File: config.mk
export PLATFORM = sky130hd
export DESIGN_NAME = ins_sequencer
export DESIGN_NICKNAME = d
export VERILOG_FILES = /design/src/rtl/seq_pkg.sv /design/src/rtl/note_fifo.sv /design/src/rtl/ins_sequencer.sv
export SDC_FILE = /design/constraint.sdc
export NUM_CORES = 1
export LEC_CHECK = 0
export CAP_MARGIN = 20
export CORE_MARGIN = 8
export CORE_UTILIZATION = 45
export CTS_CLUSTER_SIZE = 24
export DETAILED_ROUTE_END_ITERATION = 16
export PLACE_DENSITY = 0.63
export SLEW_MARGIN = 20
export SYNTH_ARGS = -nofsm -noshare
export SYNTH_HDL_FRONTEND = slang
export SYNTH_SLANG_ARGS = --single-unit
File: constraint.sdc
create_clock -name CLK -period 2.8 [get_ports CLK]
set_clock_uncertainty 0.2 [all_clocks]
set_input_delay 0.28 -clock CLK [delete_from_list [all_inputs] [get_ports CLK]]
set_output_delay 0.28 -clock CLK [all_outputs]
set_load 0.01 [all_outputs]
File: src/rtl/seq_pkg.sv
// Shared instruction-format constants and sequencer state encoding.
// Imported by the sequencer and intended for the player's note decode.
package seq_pkg;

  localparam logic [3:0] OP_END = 4'b0000;
  localparam logic [3:0] OP_BPM = 4'b0001;
  localparam int NOTE_BIT = 15;

  typedef enum logic [2:0] {
    ST_IDLE   = 3'd0,
    ST_ADDR   = 3'd1,
    ST_WAIT   = 3'd2,
    ST_DECODE = 3'd3,
    ST_DRAIN  = 3'd4,
    ST_FIN    = 3'd5
  } seq_state_t;

  function automatic logic [3:0] ins_opcode(input logic [15:0] ins);
    return ins[15:12];
  endfunction

  function automatic logic [11:0] ins_bpm(input logic [15:0] ins);
    return ins[11:0];
  endfunction

endpackage

File: src/rtl/note_fifo.sv
// Synchronous show-ahead FIFO; a pop frees its slot in the same cycle,
// so push and pop together are legal even when full.
module note_fifo #(
  parameter int DEPTH = 4,
  parameter int WIDTH = 16,
  localparam int AW = $clog2(DEPTH),
  localparam int CW = AW + 1
) (
  input  logic             clk_i,
  input  logic             rst_ni,
  input  logic             clr_i,
  input  logic             push_i,
  input  logic [WIDTH-1:0] data_i,
  input  logic             pop_i,
  output logic [WIDTH-1:0] data_o,
  output logic             full_o,
  output logic             empty_o,
  output logic [CW-1:0]    count_o
);

  logic [WIDTH-1:0] mem_q [DEPTH];
  logic [AW-1:0]    wr_ptr_q;
  logic [AW-1:0]    rd_ptr_q;
  logic [CW-1:0]    count_q;
  logic             push_ok;
  logic             pop_ok;

  assign empty_o = (count_q == '0);
  assign full_o  = (count_q == CW'(DEPTH));
  assign count_o = count_q;
  assign data_o  = mem_q[rd_ptr_q];

  assign pop_ok  = pop_i && !empty_o;
  assign push_ok = push_i && (!full_o || pop_ok);

  always_ff @(posedge clk_i or negedge rst_ni) begin
    if (!rst_ni) begin
      for (int i = 0; i < DEPTH; i++) mem_q[i] <= '0;
      wr_ptr_q <= '0;
      rd_ptr_q <= '0;
      count_q  <= '0;
    end else if (clr_i) begin
      wr_ptr_q <= '0;
      rd_ptr_q <= '0;
      count_q  <= '0;
    end else begin
      if (push_ok) begin
        mem_q[wr_ptr_q] <= data_i;
        wr_ptr_q        <= wr_ptr_q + 1'b1;
      end
      if (pop_ok) rd_ptr_q <= rd_ptr_q + 1'b1;
      case ({push_ok, pop_ok})
        2'b10:   count_q <= count_q + 1'b1;
        2'b01:   count_q <= count_q - 1'b1;
        default: count_q <= count_q;
      endcase
    end
  end

endmodule

File: src/rtl/ins_sequencer.sv
// Fetches program words from SRAM starting at address 0, executes BPM/END
// internally and buffers note words for the player behind a small FIFO.
module ins_sequencer
  import seq_pkg::*;
#(
  parameter int ADDR_W      = 18,
  parameter int SRAM_LAT    = 2,
  parameter int FIFO_DEPTH  = 4,
  parameter int BPM_DEFAULT = 96
) (
  input  logic              CLK,
  input  logic              RST_N,
  input  logic              START,
  output logic [ADDR_W-1:0] SRAM_A,
  input  logic [15:0]       SRAM_D,
  output logic              NOTE_VALID,
  output logic [15:0]       NOTE_INS,
  input  logic              NOTE_READY,
  output logic [11:0]       BPM,
  output logic              BPM_UPD,
  output logic              BUSY,
  output logic              DONE,
  output seq_state_t        DBG_STATE
);

  // Handshake: a note transfers on any rising CLK where NOTE_VALID and
  // NOTE_READY are both high; NOTE_INS holds steady while VALID && !READY.

  localparam int CW = $clog2(FIFO_DEPTH) + 1;
  localparam int LW = (SRAM_LAT > 1) ? $clog2(SRAM_LAT) : 1;
  localparam logic [11:0] BPM_RST = 12'(BPM_DEFAULT);

  seq_state_t        state_q, state_d;
  logic [ADDR_W-1:0] pc_q, pc_d;
  logic [ADDR_W-1:0] addr_q, addr_d;
  logic [LW-1:0]     cnt_q, cnt_d;
  logic [15:0]       ins_q, ins_d;
  logic [11:0]       bpm_q, bpm_d;
  logic              upd_q, upd_d;
  logic              busy_q, busy_d;
  logic              done_q, done_d;

  logic              fifo_push;
  logic              fifo_clr;
  logic              fifo_pop;
  logic              fifo_full;
  logic              fifo_empty;
  logic [CW-1:0]     fifo_count;

  assign fifo_pop = NOTE_READY;

  note_fifo #(
    .DEPTH (FIFO_DEPTH),
    .WIDTH (16)
  ) u_fifo (
    .clk_i   (CLK),
    .rst_ni  (RST_N),
    .clr_i   (fifo_clr),
    .push_i  (fifo_push),
    .data_i  (ins_q),
    .pop_i   (fifo_pop),
    .data_o  (NOTE_INS),
    .full_o  (fifo_full),
    .empty_o (fifo_empty),
    .count_o (fifo_count)
  );

  always_comb begin
    state_d   = state_q;
    pc_d      = pc_q;
    addr_d    = addr_q;
    cnt_d     = cnt_q;
    ins_d     = ins_q;
    bpm_d     = bpm_q;
    upd_d     = 1'b0;
    busy_d    = busy_q;
    done_d    = done_q;
    fifo_push = 1'b0;
    fifo_clr  = 1'b0;

    case (state_q)
      ST_IDLE, ST_FIN: begin
        if (START) begin
          fifo_clr = 1'b1;
          pc_d     = '0;
          bpm_d    = BPM_RST;
          upd_d    = (bpm_q != BPM_RST);
          busy_d   = 1'b1;
          done_d   = 1'b0;
          state_d  = ST_ADDR;
        end
      end
      ST_ADDR: begin
        // Only one fetch is ever in flight, so a free slot now is a free
        // slot when its word reaches DECODE.
        if (fifo_count < CW'(FIFO_DEPTH)) begin
          addr_d  = pc_q;
          cnt_d   = '0;
          state_d = ST_WAIT;
        end
      end
      ST_WAIT: begin
        if (cnt_q == LW'(SRAM_LAT - 1)) begin
          ins_d   = SRAM_D;
          pc_d    = pc_q + 1'b1;
          state_d = ST_DECODE;
        end else begin
          cnt_d = cnt_q + 1'b1;
        end
      end
      ST_DECODE: begin
        state_d = ST_ADDR;
        if (ins_q[NOTE_BIT]) begin
          fifo_push = 1'b1;
        end else if (ins_opcode(ins_q) == OP_BPM) begin
          if (ins_bpm(ins_q) != 12'd0 && ins_bpm(ins_q) != bpm_q) begin
            bpm_d = ins_bpm(ins_q);
            upd_d = 1'b1;
          end
        end else if (ins_opcode(ins_q) == OP_END) begin
          state_d = ST_DRAIN;
        end
      end
      ST_DRAIN: begin
        if (fifo_empty) begin
          done_d  = 1'b1;
          busy_d  = 1'b0;
          state_d = ST_FIN;
        end
      end
      default: state_d = ST_IDLE;
    endcase
  end

  always_ff @(posedge CLK or negedge RST_N) begin
    if (!RST_N) begin
      state_q <= ST_IDLE;
      pc_q    <= '0;
      addr_q  <= '0;
      cnt_q   <= '0;
      ins_q   <= '0;
      bpm_q   <= BPM_RST;
      upd_q   <= 1'b0;
      busy_q  <= 1'b0;
      done_q  <= 1'b0;
    end else begin
      state_q <= state_d;
      pc_q    <= pc_d;
      addr_q  <= addr_d;
      cnt_q   <= cnt_d;
      ins_q   <= ins_d;
      bpm_q   <= bpm_d;
      upd_q   <= upd_d;
      busy_q  <= busy_d;
      done_q  <= done_d;
    end
  end

  assign SRAM_A     = addr_q;
  assign NOTE_VALID = !fifo_empty;
  assign BPM        = bpm_q;
  assign BPM_UPD    = upd_q;
  assign BUSY       = busy_q;
  assign DONE       = done_q;
  assign DBG_STATE  = state_q;

  no_push_when_full: assert property (@(posedge CLK) disable iff (!RST_N)
    !(fifo_push && fifo_full && !(fifo_pop && !fifo_empty)));

endmodule
==> impl_metrics.yaml <==
yosys:
  ys_seq_area_share_pct: 54.29
  syn_avg_cell_area_um2: 13.29
  ys_top_cells_by_area: "dfrtp_1 53%, mux2_2 14%, mux4_2 5.5%, xnor2_1 3.3%, nor2_1 1.6%"
  synth_nets: 519
  syn_inst: 493
  synth_top_flop_cell: "dfrtp_1"
  async_flop_share_pct: 100.0
  yosys.area.top_type: "dfrtp_1"
  synth-edff-count: 0
  ys_seq_elements: 142
  synth.distinct_cells: 54
  yosysWarnings: 0
  syn-cell-area_mm2: 0.006550
  netlist.area_leader.share_pct: 53.49
clock_network:
  clk_latency_ns: 0.42
  clock-sinks: 142
  h-tree-depth: 4
  numCtsBuffers: 17
  post-cts-setup-buffers: 0
  cts.reportedPaths.clkPinSlew_ns: 0.06
  clk_path_buf_depth: 2
  cts_tree: "done"
  cts_root_buffer: "clkbuf_16"
hold_path:
  hold_path.class: "input pin to asynchronous set/reset pin"
power:
  power_density_mw_per_mm2: 1014
  switchingPower_mw: 2.639
  ir_drop_uv: 526.8
  p_leak_nw: 3.613
  p_comb_share_pct: 31.8
  swShare_pct: 32.32
  p_seq_share_pct: 37.8
  p_int_mw: 5.526
  clock_power_share_pct: 30.5
  finalPower_mw: 8.164
timing:
  timing.setup.tns_ns: 0
  rsz0062_at_grt: "false"
  hold_viol: 0
  max_freq_mhz: 378.6
  worst-slew-pin-transition_ns: 0.7224
  layout_setup_ws_ns: 0.1585
  setup_violations: 0
  slew_headroom_pct: 51.43
  finalCritPeriodShare_pct: 94.34
  slew_viol_final: 0
  fin_crit_ns: 2.641
placement:
  place_ws_ns: 0.2397
  dpl.hpwl_um: 9894
  place_congestion: 0.8162
  io_buffer_count: 72
  post-place-cells: 727
cells_and_area:
  layout_common_cells: "140 x dfrtp_1, 83 x mux2_2, 71 x clkdlybuf4s50_1, 28 x nor2_1, 26 x nand2_1"
  final_common_cell: "dfrtp_1"
  multi_input_area_mm2: 0.002736
  area_delta_synth_final_pct: 22.94
  fill_cells: 1188
  seq_area_mm2: 0.003556
  final_cells: 760
  drive_gt1_share_pct: 27.08
  fin_util_pct: 56.04
  fin_nets: 589
  antenna_cells: 0
critical_path:
  regToRegStartpoint: "u_fifo.count_o[0]$_DFFE_PN0P_"
  cp.required_ns: 2.32
  regToRegEndpoint: "u_fifo.count_o[2]$_DFFE_PN0P_"
  cp-start-kind: "flop"
  path_class: "flop to primary output"
  worstPathMaxFanout: 11
  end_kind: "primary output"
  r2r_cells: 7
  arrival_ns: 2.16
  rrSetupSlack_ns: 0.23
routing:
  drtAntennaViolNets: 0
  dr.first_iter.drc_count: 189
  drt_pre_antenna_iters: 4
  vias_per_cell: 5.471
  wl_per_cell_um: 19.06
  route.vias.total: 4158
  routed_wl_um: 14490
  drcViolationCount: 0
global_routing:
  antenna_found_initial: 0
  grt_use_total_pct: 16.86
  grt_max_degree: 62
  overflow: 0
  grt_pass1_vias: 4503
  grt_pass1_wl_um: 24330
flow_run:
  cap_violations: 0
floorplanning:
  fp-row-count: 44
  ioPinCount: 73
  fp.dieArea_mm2: 0.01867
  core_mm2: 0.01437
  start_util_pct: 45.59
  die_w_um: 136.6
  die_y_um: 136.6
status:
  status: "complete, no violations"
[cells in the mapped netlist, types with 8 or more instances]
cell      count
nor2_1       28
clkbuf_1     16
nand2_1      26
nand3_1       9
a22o_1       10
mux4_2       16
o21ai_0      15
dfrtp_1     140
nor4_1       10
inv_1         8
mux2_2       83
xnor2_1      25
[critical path: stages (launching register included)]
cell and delay (ns):
dfrtp_1 0.55, buf_4 0.31, mux4_2 0.38, clkdlybuf4s50_1 0.51
[power by group through the flow]
| stage | logic (mW) | clock network [mW] | registers (mW) |
|---|---|---|---|
| after CTS | 2.64 | 2.53 | 3.09 |
| after global routing | 2.83 | 2.63 | 3.17 |
| after floorplan | 1.89 | 0 | 2.81 |
| after detailed placement | 2.61 | 0 | 3.12 |
| final | 2.59 | 2.49 | 3.09 |
| after global placement | 2.56 | 0 | 3.09 |
[how the worst max path moves through the flow]
stage	endpoint	start	slack (ns)
after CTS	NOTE_INS[14]	u_fifo.rd_ptr_q[1]$_DFFE_PN0P_	0.13
after global placement	u_fifo.count_o[2]$_DFFE_PN0P_	u_fifo.count_o[0]$_DFFE_PN0P_	0.31
final	NOTE_INS[5]	u_fifo.rd_ptr_q[1]$_DFFE_PN0P_	0.16
after global routing	u_fifo.count_o[2]$_DFFE_PN0P_	u_fifo.count_o[0]$_DFFE_PN0P_	0.03
after floorplan	u_fifo.count_o[2]$_DFFE_PN0P_	u_fifo.count_o[2]$_DFFE_PN0P_	0.51
after detailed placement	u_fifo.count_o[2]$_DFFE_PN0P_	u_fifo.count_o[2]$_DFFE_PN0P_	0.24
[through the flow]
step	area (um^2)	hold WS, ns
6_report	8053	0.2004
5_1_grt	8053	0.2405
4_1_cts	8053	0.2215
3_5_place_dp	7385	0.1007
3_3_place_gp	7385	0.09286
2_1_floorplan	6550	-0.2156
[state kept, by name (all words and copies together), names as in the netlist]
register         count
cnt_q                1
u_fifo.wr_ptr_q      2
u_fifo.mem_q        64
u_fifo.count_o       3
DBG_STATE            3
DONE                 1
ins_q               16
BPM_UPD              1
SRAM_A              18
BUSY                 1
BPM                 12
pc_q                18
u_fifo.rd_ptr_q      2
[layer usage]
metal  up-vias  share of wire (%)  GRT usage [%]  routed length (um)
met5         -                  0              0                   0
met4         0                1.8          6.650                 260
met3        23                3.7          4.405                 543
met2        79                 50          28.00                7231
met1      2151                 45          20.55                6450
li1       1905                  -              -                   -
[repair_timing]
action                    in CTS  in global routing
resized for setup              0                  0
hold endpoints to repair      59                  0
hold buffers                   1                  0
[area by class of cell]
class / count / share of cell area [%]
clock buffer: 22 / 5.889
tap: 184 / 2.859
inverter: 8 / 0.3729
sequential: 142 / 44.16
clock inverter: 10 / 2.284
timing repair buffer: 86 / 10.46
multi-input combinational: 308 / 33.98
[logic make-up (layout without fill, tap and decap cells)]
family	count (synthesis)	in the layout	synth area share [%]
compound gates	50	50	5.119
xor+xnor	32	32	4.279
fa+ha+maj	6	6	1.261
buf+inv	43	126	3.935
flops	142	142	54.29
mux	104	104	20.57
simple gates	116	116	10.54
No activity file was read; power rests on OpenSTA's default activity.
